==> src/rtl/f_pc_ctrl_if.sv <==
// ---------------------------------------------------------------------------
// f_pc_ctrl_if
// Bundles the signals between the next-PC sequencer and its neighbours:
// the hazard unit, the D-stage branch logic, CP0 and the PC register.
//
// Request side (driven by master, read by slave):
//   pc_cur        current PC register value
//   stall         fetch stall from the hazard unit (level)
//   br_req        taken branch/jump resolved in D (one-cycle pulse)
//   br_target     branch/jump target, valid with br_req
//   exc_req       exception/interrupt taken, from CP0
//   eret_req      ERET committing
//   epc           return address, valid with eret_req
// Response side (driven by slave, read by master):
//   npc           next PC to the PC register
//   pc_we         PC register write enable
//   exc_flush     flush F/D/E pipeline registers this cycle
//   redirect_busy a buffered branch redirect is pending
//   stall_cnt     saturating count of stalled cycles
// ---------------------------------------------------------------------------
interface f_pc_ctrl_if #(
    parameter int CNT_W = 16
);
    logic [31:0]      pc_cur;
    logic             stall;
    logic             br_req;
    logic [31:0]      br_target;
    logic             exc_req;
    logic             eret_req;
    logic [31:0]      epc;

    logic [31:0]      npc;
    logic             pc_we;
    logic             exc_flush;
    logic             redirect_busy;
    logic [CNT_W-1:0] stall_cnt;

    // Request side: pipeline neighbours that feed the sequencer.
    modport master (
        output pc_cur,
        output stall,
        output br_req,
        output br_target,
        output exc_req,
        output eret_req,
        output epc,
        input  npc,
        input  pc_we,
        input  exc_flush,
        input  redirect_busy,
        input  stall_cnt
    );

    // Sequencer side.
    modport slave (
        input  pc_cur,
        input  stall,
        input  br_req,
        input  br_target,
        input  exc_req,
        input  eret_req,
        input  epc,
        output npc,
        output pc_we,
        output exc_flush,
        output redirect_busy,
        output stall_cnt
    );
endinterface

==> src/rtl/f_pc_ctrl.sv <==
// ---------------------------------------------------------------------------
// f_pc_ctrl
// Next-PC sequencer and write-enable scheduler for the fetch-stage PC
// register. Arbitrates exception, ERET, D-stage branch/jump and sequential
// PC+4 redirects, and buffers a branch redirect that arrives while fetch is
// stalled so it can be applied as soon as the stall releases.
//
// Ports:
//   clk    system clock, all state updates on posedge
//   reset  synchronous active-low reset
//   bus    f_pc_ctrl_if.slave; see the interface file for signal meanings
//
// Parameters:
//   RESET_PC    value driven on npc while reset is asserted
//   EXC_VECTOR  exception handler entry address
//   CNT_W       width of the stall-cycle counter (must match bus CNT_W)
//
// Selection priority in every state:
//   exc_req > eret_req > stall > br_req > sequential
// ---------------------------------------------------------------------------
module f_pc_ctrl #(
    parameter logic [31:0] RESET_PC   = 32'h0000_3000,
    parameter logic [31:0] EXC_VECTOR = 32'h0000_4180,
    parameter int          CNT_W      = 16
) (
    input  logic        clk,
    input  logic        reset,
    f_pc_ctrl_if.slave  bus
);

    // RUN: no redirect buffered. HOLD: a branch target waits in pending_q.
    typedef enum logic [0:0] {
        RUN  = 1'b0,
        HOLD = 1'b1
    } state_t;

    state_t           state_q;
    state_t           state_d;
    logic [31:0]      pending_q;
    logic [31:0]      pending_d;
    logic [CNT_W-1:0] cnt_q;

    // Exception and ERET share every effect except the target address,
    // so one flag covers both for the state and counter logic.
    logic trap;
    logic [31:0] seq_pc;

    assign trap   = bus.exc_req | bus.eret_req;
    assign seq_pc = bus.pc_cur + 32'd4;

    // State register together with the buffered branch target.
    always_ff @(posedge clk) begin
        if (!reset) begin
            state_q   <= RUN;
            pending_q <= 32'h0000_0000;
        end else begin
            state_q   <= state_d;
            pending_q <= pending_d;
        end
    end

    // Next-state and pending-target update. A trap always discards any
    // buffered target; a stalled branch is captured (newest one wins);
    // leaving HOLD clears the buffer so a stale target can never reappear.
    always_comb begin
        state_d   = state_q;
        pending_d = pending_q;

        if (trap) begin
            state_d   = RUN;
            pending_d = 32'h0000_0000;
        end else if (bus.stall) begin
            if (bus.br_req) begin
                state_d   = HOLD;
                pending_d = bus.br_target;
            end
        end else begin
            state_d   = RUN;
            pending_d = 32'h0000_0000;
        end
    end

    // Output decode. Reset forces a quiet interface regardless of requests
    // so the PC register is never written while reset is held.
    always_comb begin
        bus.npc           = RESET_PC;
        bus.pc_we         = 1'b0;
        bus.exc_flush     = 1'b0;
        bus.redirect_busy = 1'b0;

        if (reset) begin
            bus.redirect_busy = (state_q == HOLD);

            if (bus.exc_req) begin
                bus.npc       = EXC_VECTOR;
                bus.pc_we     = 1'b1;
                bus.exc_flush = 1'b1;
            end else if (bus.eret_req) begin
                bus.npc       = bus.epc;
                bus.pc_we     = 1'b1;
                bus.exc_flush = 1'b1;
            end else if (bus.stall) begin
                // Hold the current PC; npc is ignored while pc_we is low.
                bus.npc   = bus.pc_cur;
                bus.pc_we = 1'b0;
            end else if (bus.br_req) begin
                // A fresh branch supersedes anything buffered.
                bus.npc   = bus.br_target;
                bus.pc_we = 1'b1;
            end else if (state_q == HOLD) begin
                bus.npc   = pending_q;
                bus.pc_we = 1'b1;
            end else begin
                bus.npc   = seq_pc;
                bus.pc_we = 1'b1;
            end
        end
    end

    // Stall-cycle counter: counts only cycles lost to the hazard stall,
    // not trap cycles (which write the PC), and sticks at all-ones.
    always_ff @(posedge clk) begin
        if (!reset) begin
            cnt_q <= '0;
        end else if (bus.stall && !trap && (cnt_q != '1)) begin
            cnt_q <= cnt_q + CNT_W'(1);
        end
    end

    assign bus.stall_cnt = cnt_q;

endmodule

==> src/flat_wrapper.sv <==
// flat-port wrapper written by rule: the top's interface ports become plain ports
module f_pc_ctrl_flat 
#(
    parameter logic [31:0] RESET_PC   = 32'h0000_3000,
    parameter logic [31:0] EXC_VECTOR = 32'h0000_4180,
    parameter int          CNT_W      = 16
)
  (clk, reset, bus_pc_cur, bus_stall, bus_br_req, bus_br_target, bus_exc_req, bus_eret_req, bus_epc, bus_npc, bus_pc_we, bus_exc_flush, bus_redirect_busy, bus_stall_cnt);
  f_pc_ctrl_if #(.CNT_W(CNT_W)) bus_i ();
  input  logic clk;
  input  logic reset;
  input wire logic [$bits(bus_i.pc_cur)-1:0] bus_pc_cur;
  input wire logic [$bits(bus_i.stall)-1:0] bus_stall;
  input wire logic [$bits(bus_i.br_req)-1:0] bus_br_req;
  input wire logic [$bits(bus_i.br_target)-1:0] bus_br_target;
  input wire logic [$bits(bus_i.exc_req)-1:0] bus_exc_req;
  input wire logic [$bits(bus_i.eret_req)-1:0] bus_eret_req;
  input wire logic [$bits(bus_i.epc)-1:0] bus_epc;
  output wire logic [$bits(bus_i.npc)-1:0] bus_npc;
  output wire logic [$bits(bus_i.pc_we)-1:0] bus_pc_we;
  output wire logic [$bits(bus_i.exc_flush)-1:0] bus_exc_flush;
  output wire logic [$bits(bus_i.redirect_busy)-1:0] bus_redirect_busy;
  output wire logic [$bits(bus_i.stall_cnt)-1:0] bus_stall_cnt;
  assign bus_i.pc_cur = bus_pc_cur;
  assign bus_i.stall = bus_stall;
  assign bus_i.br_req = bus_br_req;
  assign bus_i.br_target = bus_br_target;
  assign bus_i.exc_req = bus_exc_req;
  assign bus_i.eret_req = bus_eret_req;
  assign bus_i.epc = bus_epc;
  assign bus_npc = bus_i.npc;
  assign bus_pc_we = bus_i.pc_we;
  assign bus_exc_flush = bus_i.exc_flush;
  assign bus_redirect_busy = bus_i.redirect_busy;
  assign bus_stall_cnt = bus_i.stall_cnt;
  f_pc_ctrl #(.RESET_PC(RESET_PC), .EXC_VECTOR(EXC_VECTOR), .CNT_W(CNT_W)) u_core (.clk(clk), .reset(reset), .bus(bus_i));
endmodule
==> config.mk <==
export PLATFORM = sky130hd
export DESIGN_NAME = f_pc_ctrl_flat
export DESIGN_NICKNAME = d
export VERILOG_FILES = /design/src/rtl/f_pc_ctrl_if.sv /design/src/rtl/f_pc_ctrl.sv /design/src/flat_wrapper.sv
export SDC_FILE = /design/constraint.sdc
export NUM_CORES = 1
export LEC_CHECK = 0
export BUFFER_PORTS_ARGS = -buffer_cell sky130_fd_sc_hd__buf_2
export CELL_PAD_IN_SITES_DETAIL_PLACEMENT = 2
export CELL_PAD_IN_SITES_GLOBAL_PLACEMENT = 2
export CORE_MARGIN = 2
export CORE_UTILIZATION = 25
export CTS_BUF_LIST = sky130_fd_sc_hd__clkbuf_4
export CTS_CLUSTER_SIZE = 14
export DETAILED_ROUTE_END_ITERATION = 8
export GPL_ROUTABILITY_DRIVEN = 0
export HOLD_SLACK_MARGIN = 0.06
export PLACE_DENSITY = 0.89
export REMOVE_ABC_BUFFERS = 1
export SLEW_MARGIN = 10
export SYNTH_ARGS = -nofsm -noshare
export SYNTH_HDL_FRONTEND = slang
export SYNTH_SLANG_ARGS = --single-unit
==> constraint.sdc <==
create_clock -name clk -period 1.4 [get_ports clk]
set_input_delay 0.07 -clock clk [delete_from_list [all_inputs] [get_ports clk]]
set_output_delay 0.07 -clock clk [all_outputs]
set_load 0.01 [all_outputs]
# Word-level counts from Yosys, hierarchy flattened
# Cells that the tools add are included.
# classes
reduce_logical	4
bitwise_logic	3
order_cmp	0
muxes	14
eq_ne	1
multipliers	0
n_div	0
addsub	2
shifts	0
# ops
op	n
two-way mux 32 bit	6
adder 32 x 3 -> 32 bit (second input constant)	1
adder 16 x 1 -> 16 bit (second input constant)	1
inequality test 16 bit (second input constant)	1
two-way mux 1 bit	8
OR reduction 3 bit	1
logical AND 1 bit	2
NOT 1 bit	2
zero test 1 bit	1
OR 1 bit	1
# totals
latch_bits	0
out_inout_bits	51
input_bits	102
memories	0
word_cells	27
ff_bits	49
rom_bits	0
ramBits	0

# Longest topological paths before layout
# depth
depth_word	7
depth_mapped	8
mapped_depth_nobuf	6

# Worst setup path after synthesis
# No wires, ideal clock.
# synth_timing
kind	register to output
start	reg u_core.state_q
end	out bus_npc[29]
arrival_time_ns	1.489
stages_incl_launch_ff	8
required_ns	1.330
path_buffers	2
setup_slack_ns	-0.159
cell_sequence	dfxtp_1 > buf_2 > nor2b_1 > clkbuf_1 > a221oi_1 > nor3_1 > a21oi_1 > o21ai_0
# synth_via
elab_chain_cells	6
# synth_lines
element	line	source
start, declared	f_pc_ctrl.sv:37	state_t state_q;
start signal, assigned	f_pc_ctrl.sv:57	state_q <= state_d;
two-way mux 32 bit	f_pc_ctrl.sv:110	end else if (state_q == HOLD) begin
two-way mux 32 bit	f_pc_ctrl.sv:106	end else if (bus.br_req) begin
two-way mux 32 bit	f_pc_ctrl.sv:102	end else if (bus.stall) begin
two-way mux 32 bit	f_pc_ctrl.sv:98	end else if (bus.eret_req) begin
two-way mux 32 bit	f_pc_ctrl.sv:94	if (bus.exc_req) begin
two-way mux 32 bit	f_pc_ctrl.sv:91	if (reset) begin
end, declared	flat_wrapper.sv:19	output wire logic [$bits(bus_i.npc)-1:0] bus_npc;
# Every way passes these cells.

# Worst setup path in the final report
# layout_timing
start	reg u_core.state_q
end	out bus_npc[14]
# The elaborated chain is that of the path after synthesis.

==> results.md <==
- Ys flop type: dfxtp_1
- CP max-delay cell: dfxtp_4
- Slew @ Worst Pin: ~0.51 ns
- P_sw: around 1500 uW
- Area Growth Syn to Fin: 79.8%
- Via count: ~6,400
- Mapped cell area: between 4000 and 5000 um^2
- Die ar.: ~17,000 um^2
- Post-synth EDFFs: 0
- CP endpoint: bus_npc[14]
- Final Slew Violations: 0
- Seq pwr share: 0.354
- Die span in x: around 130 um
- Setup Viol. Count Final: 48
- Final core occ: 0.462
- Reg-to-reg endpoint: u_core.bus.stall_cnt[12]$_SDFFE_PN0P_
- Grt ovf: 0
- Relative slew slack: 0.659
- TritonCTS clock tree: yes
- CP cell instances: nor2b_4, buf_8, a22oi_2, o211ai_1, o221a_1, buf_6
- Reg2Reg Launch Point: u_core.bus.stall_cnt[2]$_SDFFE_PN0P_
- Final Skew: 0.0267 ns
- Max Cap Violations: 0
- Critical path class: reg2out
- P per Cell Area: around 540 nW/um^2
- DR vias/cell: between 5 and 6
- Post-Route WL: 32,400 um
- Layout cell share with drive strength beyond 1: 0.523
- Clock sink count: just under 50
- Clock root buffer: clkbuf_4
- Seq. cell area: 998 um^2
- Failing checks: negative setup slack
- Routed wire length per instance: a little over 30 um
- Outcome: finished, violations left
- Mapped Cells: 551
- Post-synth ARST share: 0
- Chip height: 132 um
- Detailed-router iteration count before antenna repair: 5
- CP Data Arrival Time: between 2 and 2.5 ns
- Worst IR Drop VDD: ~0.58 mV
- # nets final: about 950
- Hpwl dp: 16,900 um
- CP startpoint: u_core.state_q$_SDFFE_PP0P_
- CP Launch Type: flip-flop
- Clk pwr share: 0.247
- Register area share after synthesis: 0.239
- Pleak: around 0.0031 uW
- DRT iter0 DRCs: 582
- CP max stage delay: roughly 0.42 ns
- YS warnings: 0
- Internal power: ~2500 uW
- Fmax: between 400 and 500 MHz
- Post-layout power: approximately 4000 uW
- Site row count: between 40 and 50
- Clock buffer depth: 2
- Minimum clock period: 2.21 ns
- Hold path depth: 4
- Core box area: 16,000 um^2
- Synthesized flop and latch total: a little under 50
- Clk_lat worst skew: 0.43 ns
- Reg2reg setup slack: -0.41 ns
- Multi-input gate area: about 3600 um^2
- Antenna viol nets, final: 0
- RSZ-0062 raised after global routing: yes
- GRT Util Overall: 0.317
- Endpoint type of the worst setup path: output port
- Final Hold Fails: 0
- Initial antenna violation count: 7
- WP data required: 1.33 ns
- Dpl cell area: just under 6000 um^2
- Num CTS Buffers: 5
- Hold WS: 0.130 ns
- Syn Area/Cell: ~7.5 um^2
- Vias in the first global route: roughly 7,000
- Largest net degree at the start of global routing: 34
- Port buffer count: about 150
- Final WS setup: -0.805 ns
- Starting Density: 0.257
- H-tree depth: 2
- Worst hold path class: in2reg
- First-pass GRT wire length: roughly 43,000 um
- Count of cell types in the netlist: slightly above 60
- Final worst-path cycle share: 1.58
- Max FO, Critical Path: 7
- Sw Share: 0.385
- Fill count: about 1,800
- Clock Pin Slew Worst Setup and Hold Paths: ~0.2 ns
- Post-route DRC: 0
- IO Pins: ~150
- Worst-case reg-to-reg path depth: 7
- Design area: 7390 um^2
- Combinational share of power: 0.400
## synth_stat cells (3+ instances only)
| cell | count | area (um^2) |
|---|---|---|
| a211oi_1 | 9 | 67.6 |
| a211oi_2 | 5 | 62.6 |
| a21boi_0 | 3 | 22.5 |
| a21oi_1 | 41 | 205 |
| a221o_1 | 6 | 60.1 |
| a221oi_1 | 9 | 78.8 |
| a31oi_1 | 4 | 25.0 |
| and2_1 | 15 | 93.8 |
| and3_1 | 10 | 62.6 |
| and4_1 | 6 | 52.6 |
| buf_1 | 5 | 18.8 |
| buf_2 | 13 | 65.1 |
| clkbuf_1 | 25 | 93.8 |
| dfxtp_1 | 49 | 981 |
| inv_1 | 10 | 37.5 |
| mux2i_1 | 32 | 320 |
| nand2_1 | 65 | 244 |
| nand2b_1 | 6 | 37.5 |
| nand3_1 | 22 | 110 |
| nand4_1 | 14 | 87.6 |
| nor2_1 | 49 | 184 |
| nor2b_1 | 3 | 18.8 |
| nor3_1 | 15 | 75.1 |
| nor4_1 | 4 | 25.0 |
| nor4_2 | 6 | 75.1 |
| nor4_4 | 3 | 63.8 |
| o211ai_1 | 14 | 105 |
| o21a_1 | 3 | 22.5 |
| o21ai_0 | 28 | 140 |
| o221a_2 | 3 | 33.8 |
| o22ai_1 | 15 | 93.8 |
| or3_1 | 6 | 37.5 |
| xnor2_1 | 16 | 140 |
| xor2_1 | 4 | 35.0 |
## registers in the layout, indices dropped and copies added, names as in the netlist
signal	count
u_core.pending_q	32
u_core.state_q	1
u_core.bus.stall_cnt	16
## power groups by stage
stage / clock (uW) / sequential (uW) / combinational [uW]
6_report: 991 / 1420 / 1610
5_1_grt: 1060 / 1420 / 1660
2_1_floorplan: 0 / 1450 / 416
3_3_place_gp: 0 / 1440 / 1120
3_5_place_dp: 0 / 1450 / 1170
4_1_cts: 958 / 1420 / 1370
## through the flow
| step | worst slack, ns | cells | setup TNS [ns] |
|---|---|---|---|
| 3_5_place_dp | -0.617 | 988 | -13.26 |
| 3_3_place_gp | -0.490 | 988 | -9.48 |
| 2_1_floorplan | -0.543 | 506 | -7.58 |
| 6_report | -0.805 | 1067 | -22.05 |
| 5_1_grt | -0.793 | 1067 | -25.13 |
| 4_1_cts | -0.580 | 1047 | -16.60 |
## logic make-up (layout without fill, tap and decap cells)
kind of cell               count (synthesis)  count (layout)  share of synthesized area
and+or+nand+nor                          236             236                      0.317
muxes                                     33              33                     0.0806
AOI/OAI and AO/OA                        156             156                      0.259
DFF                                       49              49                      0.239
buffers and inverters                     55             348                     0.0560
adders and majority gates                  2               2                    0.00608
other                                      0               7                          0
xor gates and xnor gates                  20              20                     0.0426
## worst min path at each step
stage / from / end
floorplan: reset / u_core.bus.stall_cnt[3]$_SDFFE_PN0P_
global placement: bus_br_target[29] / u_core.pending_q[29]$_SDFFE_PP0P_
detailed placement: bus_br_target[24] / u_core.pending_q[24]$_SDFFE_PP0P_
CTS: bus_br_target[23] / u_core.pending_q[23]$_SDFFE_PP0P_
global route: reset / u_core.bus.stall_cnt[6]$_SDFFE_PN0P_
finish: reset / u_core.bus.stall_cnt[15]$_SDFFE_PN0P_
## metal layers
metal,up-vias,wire length [um],global-route usage
li1,2640,-,-
met1,3205,12600,0.369
met2,398,16100,0.568
met3,123,1940,0.0438
met4,0,1810,0.161
met5,-,0,0
## layout by cell type, fill, tap and decap left out, drive strengths merged, types with 3 or more instances in the layout
| cell | netlist | routed |
|---|---|---|
| a21boi | 3 | 3 |
| nor3 | 16 | 16 |
| nand4 | 17 | 17 |
| xor2 | 4 | 4 |
| nor2b | 3 | 3 |
| o21ai | 29 | 29 |
| o221a | 4 | 4 |
| and4 | 7 | 7 |
| a221oi | 9 | 9 |
| and2 | 15 | 15 |
| or3 | 6 | 6 |
| a21oi | 41 | 41 |
| o22ai | 15 | 15 |
| o211ai | 14 | 14 |
| xnor2 | 16 | 16 |
| dlygate4sd3 | 0 | 32 |
| diode | 0 | 7 |
| o21a | 3 | 3 |
| a31oi | 4 | 4 |
| nor3b | 3 | 3 |
| nand3 | 23 | 23 |
| buf | 20 | 298 |
| a221o | 6 | 6 |
| a211oi | 14 | 14 |
| nand2b | 6 | 6 |
| dfxtp | 49 | 49 |
| and3 | 10 | 10 |
| clkbuf | 25 | 5 |
| inv | 10 | 11 |
| nor4 | 13 | 13 |
| nor2 | 49 | 49 |
| nand2 | 66 | 66 |
| mux2i | 32 | 32 |
## worst max-delay path: cells and delay by family, from the launching register on
kind,cells,cell delay [ns]
flip-flops,1,0.42
buffers and inverters,2,0.32
AO/OA/AOI/OAI,3,0.74
AND/OR/NAND/NOR,1,0.22
## timing repair
action                                 CTS  global route
endpoints found under the hold margin   31             1
gates resized for setup                137            59
setup buffers                           20            12
setup endpoints to repair               49            49
pin swaps                               72            57
hold buffers                            31             1
gates cloned                             0             0
## layout make-up
class,count,share of cell area
multi-input combinational,447,0.481
timing repair buffer,330,0.329
sequential,49,0.135
tap,216,0.0365
clock inverter,3,0.00592
clock buffer,5,0.00508
inverter,10,0.00508
antenna,7,0.00237
Power figures use the tool's default switching activity.
